===== config.mk =====
export PLATFORM = sky130hd
export DESIGN_NAME = famicom_pad_reader
export DESIGN_NICKNAME = d
export VERILOG_FILES = /design/src/rtl/famicom_pad_reader.sv
export SDC_FILE = /design/constraint.sdc
export NUM_CORES = 1
export LEC_CHECK = 0
export ABC_AREA = 1
export BUFFER_PORTS_ARGS = -buffer_cell sky130_fd_sc_hd__buf_4
export CAP_MARGIN = 15
export CORE_MARGIN = 2
export CORE_UTILIZATION = 25
export DETAILED_ROUTE_END_ITERATION = 6
export PLACE_DENSITY = 0.5
export SETUP_SLACK_MARGIN = 0.1
export SYNTH_ARGS = -nofsm -noshare
export SYNTH_HDL_FRONTEND = slang
export SYNTH_SLANG_ARGS = --single-unit
export TNS_END_PERCENT = 100

===== constraint.sdc =====
create_clock -name clk_sys -period 2.85 [get_ports clk_sys]
set_input_delay 0.4275 -clock clk_sys [delete_from_list [all_inputs] [get_ports clk_sys]]
set_output_delay 0.4275 -clock clk_sys [all_outputs]
set_load 0.02 [all_outputs]

===== src/rtl/famicom_pad_reader.sv =====
`default_nettype none
// ============================================================================
// Module   : famicom_pad_reader
// Purpose  : Famicom/NES controller reader. It drives latch and pulse, samples
//            the serial line and presents an active-high 8-button word.
//            Optional macro: FAMICOM_READER_DEBOUNCE_EN (two-frame agreement).
// Revision : 1.0 - initial release
// ============================================================================
module famicom_pad_reader #(
    parameter int HALF_PERIOD = 300,
    parameter int POLL_PERIOD = 833333
) (
    input  logic       clk_sys,
    input  logic       reset_n,
    input  logic       poll_now,
    input  logic       pad_data,
    output logic       pad_latch,
    output logic       pad_pulse,
    output logic [7:0] buttons,
    output logic       buttons_valid,
    output logic       busy
);

    localparam int TW = $clog2(2 * HALF_PERIOD);
    localparam int PW = $clog2(POLL_PERIOD);
    localparam logic [TW-1:0] C_LATCH_LAST = TW'(2 * HALF_PERIOD - 1);
    localparam logic [TW-1:0] C_HALF_LAST  = TW'(HALF_PERIOD - 1);
    localparam logic [PW-1:0] C_POLL_LAST  = PW'(POLL_PERIOD - 1);

    typedef enum logic [2:0] {
        S_IDLE  = 3'd0,
        S_LATCH = 3'd1,
        S_WAIT0 = 3'd2,
        S_PHI   = 3'd3,
        S_PLO   = 3'd4,
        S_DONE  = 3'd5
    } state_t;

    state_t        state_q, state_d;
    logic          sync1_q, sync2_q;
    logic [PW-1:0] poll_cnt_q, poll_cnt_d;
    logic          start_q, start_d;
    logic [TW-1:0] tmr_q, tmr_d;
    logic [2:0]    idx_q, idx_d;
    logic [7:0]    shift_q, shift_d;
    logic [7:0]    buttons_q, buttons_d;
`ifdef FAMICOM_READER_DEBOUNCE_EN
    logic [7:0]    raw_q, raw_d;
`endif

    logic w_wrap;
    logic w_sample;

    assign w_wrap   = (poll_cnt_q == C_POLL_LAST);
    assign w_sample = ~sync2_q;
    assign buttons  = buttons_q;

    // Requests are registered only in IDLE, so anything arriving while a
    // frame is running (or one is already pending) is simply dropped.
    assign start_d    = (w_wrap | poll_now) & (state_q == S_IDLE) & ~start_q;
    assign poll_cnt_d = w_wrap ? '0 : poll_cnt_q + 1'b1;

    always_ff @(posedge clk_sys or negedge reset_n) begin
        if (!reset_n) begin
            sync1_q    <= 1'b1;
            sync2_q    <= 1'b1;
            poll_cnt_q <= '0;
            start_q    <= 1'b0;
            state_q    <= S_IDLE;
            tmr_q      <= '0;
            idx_q      <= 3'd0;
            shift_q    <= 8'h00;
            buttons_q  <= 8'h00;
`ifdef FAMICOM_READER_DEBOUNCE_EN
            raw_q      <= 8'h00;
`endif
        end else begin
            sync1_q    <= pad_data;
            sync2_q    <= sync1_q;
            poll_cnt_q <= poll_cnt_d;
            start_q    <= start_d;
            state_q    <= state_d;
            tmr_q      <= tmr_d;
            idx_q      <= idx_d;
            shift_q    <= shift_d;
            buttons_q  <= buttons_d;
`ifdef FAMICOM_READER_DEBOUNCE_EN
            raw_q      <= raw_d;
`endif
        end
    end

    always_comb begin
        state_d       = state_q;
        tmr_d         = tmr_q + 1'b1;
        idx_d         = idx_q;
        shift_d       = shift_q;
        buttons_d     = buttons_q;
`ifdef FAMICOM_READER_DEBOUNCE_EN
        raw_d         = raw_q;
`endif
        pad_latch     = 1'b0;
        pad_pulse     = 1'b0;
        buttons_valid = 1'b0;
        busy          = 1'b1;

        case (state_q)
            S_IDLE: begin
                busy  = 1'b0;
                tmr_d = '0;
                if (start_q) begin
                    state_d = S_LATCH;
                end
            end
            S_LATCH: begin
                pad_latch = 1'b1;
                if (tmr_q == C_LATCH_LAST) begin
                    tmr_d   = '0;
                    state_d = S_WAIT0;
                end
            end
            S_WAIT0: begin
                if (tmr_q == C_HALF_LAST) begin
                    tmr_d      = '0;
                    shift_d[0] = w_sample;
                    idx_d      = 3'd1;
                    state_d    = S_PHI;
                end
            end
            S_PHI: begin
                pad_pulse = 1'b1;
                if (tmr_q == C_HALF_LAST) begin
                    tmr_d   = '0;
                    state_d = S_PLO;
                end
            end
            S_PLO: begin
                if (tmr_q == C_HALF_LAST) begin
                    tmr_d          = '0;
                    shift_d[idx_q] = w_sample;
                    if (idx_q == 3'd7) begin
                        // The word is committed on the edge entering DONE so
                        // that buttons and buttons_valid change together.
`ifdef FAMICOM_READER_DEBOUNCE_EN
                        raw_d = shift_d;
                        if (shift_d == raw_q) begin
                            buttons_d = shift_d;
                        end
`else
                        buttons_d = shift_d;
`endif
                        state_d = S_DONE;
                    end else begin
                        idx_d   = idx_q + 3'd1;
                        state_d = S_PHI;
                    end
                end
            end
            S_DONE: begin
                buttons_valid = 1'b1;
                tmr_d         = '0;
                state_d       = S_IDLE;
            end
            default: begin
                tmr_d   = '0;
                state_d = S_IDLE;
            end
        endcase
    end

endmodule
`default_nettype wire


# Yosys cells after proc, flatten, opt, wreduce, memory -nomap -nowiden
# Index checks and enable logic that the tools add are counted.
[op_classes] reduce_logical=9 magnitude_cmp=2 n_addsub=3 bitwise=5 n_eq_ne=15 n_mux=25
[ops] operator="3-bit 2-to-1 mux" count=9
[ops] operator="20-bit by 1-bit adder with 20-bit output, second input constant" count=1
[ops] operator="20-bit equality test, second input constant" count=1
[ops] operator="10-bit 2-to-1 mux" count=2
[ops] operator="20-bit 2-to-1 mux" count=1
[ops] operator="10-bit case mux with 2 select lines" count=1
[ops] operator="3-bit case mux with 5 select lines" count=1
[ops] operator="2-bit != test, second input constant" count=6
[ops] operator="10-bit by 1-bit adder with 10-bit output, second input constant" count=1
[ops] operator="10-bit equality test, second input constant" count=1
[ops] operator="10-bit by 9-bit equality test with 1-bit output, second input constant" count=1
[ops] operator="3-bit equality test, second input constant" count=3
[ops] operator="8-bit bitwise mux" count=1
[ops] operator="1-bit 2-to-1 mux" count=7
[ops] operator="3-bit by 2-bit equality test with 1-bit output, second input constant" count=2
[ops] operator="3-bit case mux with 2 select lines" count=1
[ops] operator="3-bit AND reduction" count=2
[ops] operator="5-bit AND reduction" count=1
[ops] operator="3-bit by 4-bit less-than comparator with 1-bit output, second input constant" count=1
[ops] operator="4-bit AND reduction" count=1
[ops] operator="3-bit by 1-bit adder with 3-bit output, second input constant" count=1
[ops] operator="1-bit demux with 3-bit select" count=1
[ops] operator="3-bit by 1-bit equality test with 1-bit output, second input constant" count=1
[ops] operator="3-bit by 1-bit greater-or-equal comparator with 1-bit output, second input constant" count=1
[ops] operator="9 further kinds" count=11
[totals] register_bits=55 inputBits=4 output_inout_bits=12 wordCells=69

# Longest topological paths before layout
# Gate-level depths: netlist of run 1.
[depth] ltp_word=7 depth_mapped=10 ltp_nobuf=9

# Least setup slack after synthesis of run 1
# OpenSTA, ideal clock, no wires.
[synth_timing] kind="reg2out" start="register state_q[2]" end="output port buttons_valid" t_required_ps=2423 setup_slack_ps=1398 stages_incl_launch_ff=3 n_path_buf=0 arrival_time_ps=1024 cell_sequence="dfrtp_1 -> inv_1 -> nor3_1"
[synth_via] elab_chain_len=2
[synth_lines] item="start: declaration" line="39" rtl="state_t state_q, state_d;"
[synth_lines] item="start signal: assignment" line="82" rtl="state_q <= state_d;"
[synth_lines] item="3-bit equality test" line="107" rtl="case (state_q)"
[synth_lines] item="1-bit 2-to-1 mux" line="107"
[synth_lines] item="end: declaration" line="20" rtl="output logic buttons_valid,"
# Every way passes these cells.

# Final worst setup path of run 1
[layout_timing] start="register poll_cnt_q[0]" end="register poll_cnt_q[12]"
[layout_via] elab_chain_len=2 word_cells_on_any_way=3 classes_between="add/sub (1); eq/ne (1); mux (1)"
[layout_lines] item="start: declaration" line="41" rtl="logic [PW-1:0] poll_cnt_q, poll_cnt_d;"
[layout_lines] item="start signal: assignment" line="80" rtl="poll_cnt_q <= poll_cnt_d;"
[layout_lines] item="20-bit by 1-bit adder with 20-bit output or 20-bit equality test (tied branches)" line="61, 54"
[layout_lines] item="20-bit 2-to-1 mux *" line="61" rtl="assign poll_cnt_d = w_wrap ? '0 : poll_cnt_q + 1'b1;"
[layout_lines] item="named net poll_cnt_d[12]" line="41"
# Mark *: on every way through the listed nets, which the timed path passes. The rest lies on a longest branch.
# A chain may end at the register's enable or synchronous reset.

==> results of run 1 <==
==> layout by cell type (no fill, tap or decap) <==
cell type,count
ha_1,5
dfrtp_1,53
clkbuf_16,5
nor2_2,6
o21bai_1,1
nor2_4,2
dfstp_2,2
a21boi_0,2
nor3_2,2
nor3_4,1
nand2_4,1
nand3_4,1
nand3b_1,1
clkinv_2,1
inv_1,43
nand3_1,44
clkinv_4,1
xnor2_1,2
nand2_1,116
nand4_1,10
buf_4,15
nor2_1,45
or2_2,1
o21ai_0,18
a21oi_1,11
nor2_8,1
xor2_1,11
nor3_1,7
o21ai_1,1
inv_6,2
nand2_2,2
==> per-layer routing <==
layer	vias to the layer above	part of all wire [%]
met1	1178	49
li1	1298	-
met2	36	47
met3	8	2.9
met4	0	1.2
met5	-	0
==> power groups by stage <==
stage,clock (uW),sequential [uW],combinational [uW]
after global routing,694,785,23.8
final,637,785,19.2
after global placement,0,800,21.1
after detailed placement,0,800,21.1
after floorplan,0,799,1.02
after CTS,662,784,21.1
==> state kept, by name (all words and copies together) (netlist names) <==
signal and cells:
state_q 3, sync2_q 1, idx_q 3, buttons 8, tmr_q 10, shift_q 8, start_q 1, poll_cnt_q 20
sync1_q 1
==> stage by stage <==
step                hold WS (ps)  area [sq um]  cells
finish                       167          3440    560
global route                 224          3440    560
CTS                          208          3440    560
detailed placement           348          3290    552
global placement             348          3290    552
floorplan                    132          3080    399
==> worst paths after layout <==
check | end | from
max reg2reg | poll_cnt_q[12]$_DFF_PN0_ | poll_cnt_q[0]$_DFF_PN0_
max in group asynchronous | poll_cnt_q[19]$_DFF_PN0_ | reset_n
min | tmr_q[5]$_DFF_PN0_ | reset_n
max | poll_cnt_q[12]$_DFF_PN0_ | poll_cnt_q[0]$_DFF_PN0_
min in group clk_sys | sync1_q$_DFF_PN1_ | pad_data
min reg2reg | sync2_q$_DFF_PN1_ | sync1_q$_DFF_PN1_
==> area by class of cell <==
class | instances | share of cell area (%)
Multi-Input combinational cell | 291 | 42.0
Sequential cell | 55 | 40.1
Tap cell | 147 | 5.35
Inverter | 44 | 4.95
Clock buffer | 5 | 3.64
Timing Repair Buffer | 15 | 3.28
Clock inverter | 3 | 0.655
==> kinds of logic (layout without fill, tap and decap cells) <==
| logic type | count (synthesis) | count (layout) |
|---|---|---|
| and+or+nand+nor | 240 | 240 |
| DFF | 55 | 55 |
| buffers and inverters | 53 | 67 |
| AOI/OAI and AO/OA | 33 | 33 |
| xor gates and xnor gates | 13 | 13 |
| adders and majority gates | 5 | 5 |
==> worst max-delay path: stages (launching register included) <==
cell and delay, ps:
dfrtp_1 410, inv_1 170, ha_1 200, nand3_1 80
nor2_1 100, nand3_1 70, nor2_1 570, nor2_1 120
==> results by group, run 1 <==
Run status
  • Status: finished, final reports clean

Global routing
  • Met1 usage: roughly 14%
  • Largest net degree at the start of global routing: 56
  • Antenna violations before repair: 0
  • Total global-route track usage: a little over a tenth
  • Met3 Usage GRT: 2.53%
  • Routing usage on met2: approximately 18%
  • Vias in the first global route: roughly 2,400
  • Grt ovf: 0
  • First-pass GRT wire length: 11.2 mm
  • Top Usage Layer GRT: met2

Logic synthesis
  • Largest cells by area after synthesis: dfrtp_1 (43%), nand2_1 (14%), nand3_1 (7.1%)
  • Avg Cell Area, Syn: 7.72 sq um
  • Flops & latches, synth: between 50 and 60
  • Cell with the most instances after synthesis: nand2_1
  • Async SR Flop Fraction: 100%
  • Largest area contributor in the netlist: dfrtp_1
  • Synth Cell Area: ~0.003 sq mm
  • Post-synth EDFFs: 0
  • Post-synthesis mux area share: 0%
  • Syn_nets: between 400 and 500
  • Adder-cell share of the synthesized area: ~2.0%
  • Synth Flop Type: dfrtp_1
  • Unique cell type count in the Yosys netlist: 31
  • Register area share after synthesis: between 40 and 50%
  • Post-Synth XOR/XNOR Area: under 10%
  • Main combinational cell family by area after synthesis: simple AND/OR/NAND/NOR gates
  • Simple-gate share of the synthesized area: 35.5%
  • Cells after synthesis: around 400
  • Share of the synthesized area in the top cell type: a little over two fifths
  • Post-synth top cells: nand2_1 (116), dfrtp_1 (53), nor2_1 (45), nand3_1 (44), inv_1 (43)
  • Compound-gate portion of the synthesized area: under 10%
  • Yosys warnings: 0

Power and ir drop
  • Net Sw Frac: 22.6%
  • Clk pwr share: between 40% and 50%
  • Pwr dens: ~420 mW/mm^2
  • Internal cell power: between 1000 and 1500 uW
  • Power share of the sequential group: ~55%
  • Total Power: ~1400 uW
  • Combinational fraction of design power: 1.3%
  • Worst VDD drop: roughly 150 uV
  • Psw: 325 uW
  • Cell leakage power: roughly 0.0017 uW

Finish
  • Final Util: roughly 29%
  • Share of cells above drive strength 1: a little over a tenth
  • Register area: roughly 0.0014 sq mm
  • Multi-input gate area: between 0.001 and 0.0015 sq mm
  • NumNets Final: 421
  • Area Growth Syn to Fin: 11.5%
  • # diodes: 0
  • Fill cell count: 1,296

Worst setup path
  • Reg-to-reg setup timing slack: a little under 1000 ps
  • FF-to-FF path depth: 7
  • Startpoint Class: flip-flop
  • WP data required: about 3000 ps
  • WP data arrival: between 2000 and 2500 ps
  • CP endpoint kind: flip-flop
  • CP max FO: 11
  • CP Class: flip-flop to flip-flop

Routing
  • Mean routed wirelength per cell: about 12 microns
  • DRT Wirelength: approximately 6.6 mm
  • Remaining antenna violation count: 0
  • Vias: ~2,500
  • First-pass DRT Iterations: 4
  • Routed vias/inst: 4.50
  • DRT iter0 DRCs: around 120
  • Residual DRC count: 0

Die
  • Core area: around 0.012 sq mm
  • Core Rows: 40
  • Top-Level Pins: 16
  • Die span in x: approximately 120 microns
  • Die H: between 100 and 150 microns
  • Starting Density: ~26%
  • Die ar.: 0.0132 sq mm

Timing
  • Clk_skew: approximately 10 ps
  • Setup ws final: around 990 ps
  • Final Hold Viols: 0
  • Period utilization: about two thirds
  • Actual slew at the worst max-slew pin: ~740 ps
  • Max_slew headroom: 50.6%
  • Max Freq: 539 MHz
  • Min Tclk post-route: about 1900 ps
  • Slew Limit Fails: 0
  • Setup_tns: 0 ps
  • Final setup fails: 0
  • Setup repair after global routing missed its margin: false

Clocking
  • Setup Fix Bufs, Post-CTS: 0
  • # H-tree levels: 2
  • Post-CTS Hold Buffers: 0
  • CTS sink cnt: 55
  • CTS tree: done
  • CTS root buffer: clkbuf_16
  • Num CTS Buffers: 5
  • Clock Pin Slew Worst Setup and Hold Paths: roughly 80 ps
  • Clk_lat worst skew: about 300 ps
  • CTS max path bufs: 2
  • Resized Gates After CTS: 0

Place
  • Gpl congestion: just under 0.9
  • Post-place setup slack: around 980 ps
  • # port buffers: 15
  • DP HPWL: around 4.7 mm

Flow run
  • MaxCap Viol Count: 0

Min path
  • Hold WC Path Type: primary input to async pin
Note: power is estimated with default switching activity, not from simulation.
==> run 2: changes to the inputs <==
clock period = 1.81 ns   (was 2.85 ns; I/O delays follow)
==> run 2 against run 1 <==
Effect of this change:
- first-iteration DRC count increased by 13%
- final cell count is 2.0% higher
- critical endpoint is now busy
- register-to-register slack worse by 780 ps
- clock power up 55%
- sequential power up 58%
- via count is 0.79% higher
- wire length is 1.6% lower
==> results by group, run 2 (synthesized netlist as in run 1, its figures left out) <==
Run status
  • Status: finished, final reports clean

Global routing
  • Total global-route track usage: around a tenth
  • Antenna violations before repair: 0
  • Largest net degree at the start of global routing: 56
  • Grt ovf: 0
  • First-pass GRT wire length: about 11 mm
  • Vias in the first global route: roughly 2,400

Worst setup path
  • CP max FO: 8
  • Most prevalent standard cell on the critical path: inv_1
  • CP endpoint kind: output pin
  • Crit-path cells: nor2_4 > inv_1 > nor2_1 > inv_1 > buf_4
  • WP data required: between 1500 and 2000 ps
  • Slowest CP cell: dfrtp_2
  • Buf+Inv Stages, Crit Path: 3
  • CP delay by family, top: flip-flops
  • Crit path largest cell delay: roughly 470 ps
  • Startpoint Class: flip-flop
  • WP data arrival: 1320 ps
  • CP Class: flip-flop to output pin

Die
  • Die ar.: 0.0132 sq mm
  • Starting Density: 25.6%
  • Die H: approximately 120 microns
  • Die span in x: approximately 120 microns
  • Core area: roughly 0.012 sq mm
  • Top-Level Pins: 16
  • Core Rows: 40

Clocking
  • CTS root buffer: clkbuf_16
  • Clk_lat worst skew: around 300 ps
  • CTS sink cnt: 55
  • Clock Pin Slew Worst Setup and Hold Paths: about 80 ps
  • Num CTS Buffers: 5
  • CTS max path bufs: 2
  • Post-CTS Hold Buffers: 0
  • CTS tree: done
  • # H-tree levels: 2

Timing
  • Max_slew headroom: 53.4%
  • Slew Limit Fails: 0
  • Max Freq: about 630 MHz
  • Actual slew at the worst max-slew pin: 699 ps
  • Final setup fails: 0
  • Setup repair after global routing missed its margin: false
  • Min Tclk post-route: around 1600 ps
  • Period utilization: about nine tenths
  • Final Hold Viols: 0
  • Clk_skew: 10.4 ps
  • Setup ws final: ~220 ps
  • Setup_tns: 0 ps

Place
  • DP HPWL: about 4.8 mm
  • DP Area: between 0.003 and 0.004 sq mm
  • Gpl congestion: approximately 0.85
  • Post-place setup slack: approximately 160 ps
  • # port buffers: 15

Routing
  • Residual DRC count: 0
  • Vias: approximately 2,500
  • First-pass DRT Iterations: 5
  • DRT iter0 DRCs: ~140
  • Remaining antenna violation count: 0
  • Routed vias/inst: 4.45
  • DRT Wirelength: approximately 6.5 mm
  • Mean routed wirelength per cell: approximately 11 microns

Flow run
  • MaxCap Viol Count: 0

Finish
  • Biggest registers after layout: poll_cnt_q: 20 flops, tmr_q: 10 flops
  • Share of cells above drive strength 1: 13.2%
  • Largest Register: poll_cnt_q
  • Max reg flops: 20
  • Final Util: about 29%
  • Area Growth Syn to Fin: 14.6%
  • Fill cell count: around 1,300
  • Commonest non-fill, non-tap cell in the layout: nand2_1
  • Post-layout instance area: roughly 0.0035 sq mm
  • # diodes: 0
  • Most frequent cells in the layout: nand2_1 (116), dfrtp_1 (52), nand3_1 (44), nor2_1 (44), inv_1 (43)
  • NumNets Final: about 430

Min path
  • Hold WC Path Type: primary input to async pin

Power and ir drop
  • Pwr dens: around 640 mW/mm^2
  • Clk pwr share: a little over two fifths
  • Cell leakage power: approximately 0.0017 uW
  • Psw: between 400 and 500 uW
  • Power share of the sequential group: around 55%
  • Combinational fraction of design power: around 1.3%
  • Worst VDD drop: 317 uV
  • Net Sw Frac: between 20% and 30%
  • Internal cell power: roughly 1800 uW
[run 2: layout make-up]
type / count / area [sq um] / area share (%)
Inverter: 44 / 170 / 4.82
Sequential cell: 55 / 1380 / 39.1
Tap cell: 147 / 184 / 5.21
Clock inverter: 2 / 16.3 / 0.461
Multi-Input combinational cell: 291 / 1450 / 41.1
Clock buffer: 6 / 129 / 3.65
Timing Repair Buffer: 26 / 199 / 5.63
[run 2: path summary, 6_finish.rpt]
path / from / end / slack [ps] / depth (start not counted)
setup / recovery: state_q[1]$_DFFE_PN0P_ / busy / 220 / 5
min in group clk_sys: pad_data / sync1_q$_DFF_PN1_ / 80 / 1
hold reg to reg: sync1_q$_DFF_PN1_ / sync2_q$_DFF_PN1_ / 350 / 0
hold / removal: reset_n / tmr_q[7]$_DFF_PN0_ / 10 / 1
max in group asynchronous: reset_n / state_q[1]$_DFFE_PN0P_ / 1310 / 1
setup reg to reg: tmr_q[0]$_DFF_PN0_ / buttons[5]$_DFFE_PN0P_ / 220 / 8
[run 2: power by group through the flow]
| stage | logic (uW) | clock network (uW) | registers, uW |
|---|---|---|---|
| after global routing | 37.4 | 1070 | 1240 |
| after floorplan | 1.60 | 0 | 1260 |
| final | 29.8 | 987 | 1240 |
| after CTS | 33.1 | 1020 | 1230 |
| after detailed placement | 33.4 | 0 | 1260 |
| after global placement | 32.9 | 0 | 1260 |
[run 2: layer usage]
| layer | track usage, % | share of wire [%] | vias up |
|---|---|---|---|
| met3 | 2.53 | 3.5 | 12 |
| met4 | 3.69 | 1.6 | 0 |
| met5 | 0 | 0 | - |
| met2 | 17.9 | 47 | 37 |
| met1 | 13.4 | 48 | 1168 |
| li1 | - | - | 1323 |
[run 2: through the flow]
stage | power, uW | hold WS, ps | std cells
2_1_floorplan | 1260 | -24.1 | 399
3_3_place_gp | 1290 | 347 | 559
3_5_place_dp | 1290 | 348 | 559
4_1_cts | 2290 | 47.2 | 567
5_1_grt | 2340 | 75.1 | 571
6_report | 2250 | 9.87 | 571
[run 2: repair_timing]
action                                  in CTS  in global routing
endpoints found under the setup margin       0                 23
buffers inserted                             0                  4
hold endpoints to repair                     0                  0
gates resized for setup                      0                  5
==> run 3: changes to the inputs <==
ABC_AREA = unset   (was 1)
CORE_UTILIZATION = 60   (was 25)
PLACE_DENSITY = 0.9   (was 0.5)
==> run 3 against run 2 <==
Effect of this change:
- the flow now finishes with violations (negative hold slack)
- final area decreased by 7.5%
- hold slack got worse by 37 ps
- sequential share of layout area rose by 3.2 points
- register-to-register slack worse by 180 ps
==> results by group, run 3 <==
Timing
  • Hold slack: -26.7 ps
  • Actual slew at the worst max-slew pin: a little under 700 ps
  • Max_slew headroom: between 50% and 60%
  • Period utilization: ~98%
  • Min Tclk post-route: roughly 1800 ps
  • Setup ws final: between 30 and 40 ps
  • Clk_skew: between 10 and 15 ps
  • Final setup fails: 0
  • Final Hold Viols: 19
  • Slew Limit Fails: 0
  • Max Freq: approximately 560 MHz
  • Setup repair after global routing missed its margin: true

Logic synthesis
  • Cell with the most instances after synthesis: dfrtp_1
  • Unique cell type count in the Yosys netlist: 45
  • Synth Cell Area: 0.00276 sq mm
  • Post-synth top cells: dfrtp_1 (53), nor2_1 (32), nand2_1 (21), xor2_1 (16), o21ai_0 (14)
  • Syn_nets: approximately 280
  • Flops & latches, synth: 55
  • Yosys warnings: 0
  • Synth Flop Type: dfrtp_1
  • Share of the synthesized area in the top cell type: 48.1%
  • Post-synth EDFFs: 0
  • Largest cells by area after synthesis: dfrtp_1 (48%), xor2_1 (5.1%), nor2_1 (4.4%)
  • Cells after synthesis: roughly 270
  • Async SR Flop Fraction: 100%
  • Largest area contributor in the netlist: dfrtp_1
  • Register area share after synthesis: 50.0%
  • Avg Cell Area, Syn: roughly 10 sq um

Place
  • Post-place setup slack: approximately 11 ps
  • # port buffers: 15
  • Gpl congestion: ~0.9
  • DP HPWL: 3.86 mm

Global routing
  • Antenna violations before repair: 0
  • Total global-route track usage: a little under a quarter
  • First-pass GRT wire length: around 9.1 mm
  • Largest net degree at the start of global routing: 56
  • Grt ovf: 0
  • Vias in the first global route: about 2,000

Die
  • Die span in x: approximately 72 microns
  • Core area: 0.00438 sq mm
  • Die H: ~72 microns
  • Starting Density: 62.9%
  • Top-Level Pins: 16
  • Core Rows: 24
  • Die ar.: between 0.005 and 0.006 sq mm

Finish
  • Max reg flops: 20
  • Share of cells above drive strength 1: a little under a quarter
  • Area Growth Syn to Fin: 18.4%
  • NumNets Final: about 320
  • Largest Register: poll_cnt_q
  • # diodes: 0
  • Biggest registers after layout: poll_cnt_q: 20 flops, tmr_q: 10 flops
  • Final Util: about 74%
  • Fill cell count: about 280
  • Most frequent cells in the layout: dfrtp_1 (53), buf_4 (36), nor2_1 (30), nand2_1 (21), xor2_1 (16)
  • Commonest non-fill, non-tap cell in the layout: dfrtp_1

Worst setup path
  • CP max FO: 7
  • Reg-to-reg setup timing slack: approximately 38 ps
  • CP Class: flip-flop to flip-flop
  • FF-to-FF path depth: 6
  • Buf+Inv Stages, Crit Path: 2
  • CP delay by family, top: simple AND/OR/NAND/NOR gates
  • Crit-path cells: nand4b_1 > or4_4 > a22oi_2 > buf_4 > buf_6 > nor2b_1
  • WP data arrival: between 1500 and 2000 ps
  • Startpoint Class: flip-flop
  • R2R Path End: tmr_q[1]$_DFF_PN0_
  • Crit path largest cell delay: approximately 510 ps
  • CP endpoint kind: flip-flop
  • Slowest CP cell: or4_4
  • Origin of the critical flop-to-flop path: tmr_q[8]$_DFF_PN0_
  • WP data required: 2010 ps

Clocking
  • # H-tree levels: 2
  • CTS root buffer: clkbuf_8
  • Clk_lat worst skew: 310 ps
  • CTS sink cnt: 55
  • CTS tree: done
  • CTS max path bufs: 2
  • Num CTS Buffers: 5
  • Clock Pin Slew Worst Setup and Hold Paths: 100 ps

Power and ir drop
  • Cell leakage power: roughly 0.0016 uW
  • Pwr dens: 731 mW/mm^2
  • Worst VDD drop: around 600 uV

Routing
  • Vias: approximately 2,100
  • First-pass DRT Iterations: 5
  • DRT Wirelength: just over 6 mm
  • Mean routed wirelength per cell: 16.9 microns
  • Routed vias/inst: roughly 5.9
  • DRT iter0 DRCs: between 200 and 250
  • Remaining antenna violation count: 0
  • Residual DRC count: 0

Min path
  • Hold WC Path Type: primary input to async pin

Run status
  • Failing checks: negative hold slack
  • Status: finished, violations left

Flow run
  • MaxCap Viol Count: 0
==> run 3: changes by cell type in the layout (fill, tap and decap cells not counted), sizes merged, moves of 6 or more <==
| cell | delta |
|---|---|
| inv | -38 |
| mux2i | +9 |
| nand3 | -36 |
| xnor2 | +6 |
| buf | +16 |
| nand2 | -98 |
| a21oi | -8 |
| nor2 | -22 |
| and3 | +6 |
==> run 3: worst reg2reg max path: stages, from the launching register on <==
cell      delay (ps)
dfrtp_1          450
nand4b_1         200
or4_4            510
a22oi_2          190
buf_4            140
buf_6            110
nor2b_1           60
==> run 3: per-layer routing <==
metal | global-route usage [%] | part of all wire, % | vias up
met2 | 38.9 | 51 | 61
met4 | 5.66 | 1.2 | 0
met1 | 29.7 | 44 | 1048
met5 | 0 | 0 | -
li1 | - | - | 1010
met3 | 5.91 | 4.3 | 8
==> run 3: timing repair <==
item | CTS | global route
endpoints found under the setup margin | 17 | 40
setup buffers | 5 | 6
pin swaps | 2 | 4
gates resized for setup | 4 | 13
hold buffers | 0 | 0
==> run 3: cells by family (layout without fill, tap and decap cells) <==
kind of cell | count (synthesis) | after routing | synth area share (%)
compound gates | 32 | 32 | 7.31
xor+xnor | 24 | 24 | 7.62
fa+ha+maj | 5 | 5 | 2.27
buf+inv | 18 | 57 | 2.90
flops | 55 | 55 | 50.0
mux | 13 | 13 | 5.17
simple gates | 121 | 121 | 24.7
==> run 3: how the worst max path moves through the flow <==
stage / startpoint / endpoint / slack (ps) / depth (start not counted)
floorplan: state_q[1]$_DFFE_PN0P_ / tmr_q[6]$_DFF_PN0_ / 90 / 5
global placement: tmr_q[9]$_DFF_PN0_ / shift_q[0]$_DFFE_PN0P_ / 70 / 4
detailed placement: tmr_q[1]$_DFF_PN0_ / state_q[0]$_DFFE_PN0P_ / 10 / 6
CTS: tmr_q[1]$_DFF_PN0_ / state_q[0]$_DFFE_PN0P_ / 50 / 6
global route: tmr_q[8]$_DFF_PN0_ / tmr_q[1]$_DFF_PN0_ / -50 / 6
finish: tmr_q[8]$_DFF_PN0_ / tmr_q[1]$_DFF_PN0_ / 40 / 6
==> run 3: final cells by class <==
type / instances / area [sq um] / area share (%)
Clock inverter: 2 / 16.3 / 0.498
Inverter: 7 / 26.3 / 0.805
Sequential cell: 55 / 1380 / 42.2
Tap cell: 52 / 65.1 / 1.99
Timing Repair Buffer: 42 / 338 / 10.3
Clock buffer: 6 / 82.6 / 2.53
Multi-Input combinational cell: 195 / 1360 / 41.6
==> run 3: power breakdown <==
group / leakage [uW] / switching [uW] / total [uW] / internal, uW
clock: 0.0000474 / 414 / 728 / 313
sequential: 0.000744 / 29.5 / 1290 / 1260
combinational: 0.000798 / 189 / 366 / 177
==> run 3: through the flow <==
step,cell area [sq um],instances,total power (uW),TNS (ps)
after CTS,3180,354,2320,0
after global routing,3260,359,2480,-304
after floorplan,2780,268,1470,0
after global placement,3030,341,1570,0
after detailed placement,3030,341,1570,0
final,3260,359,2390,0
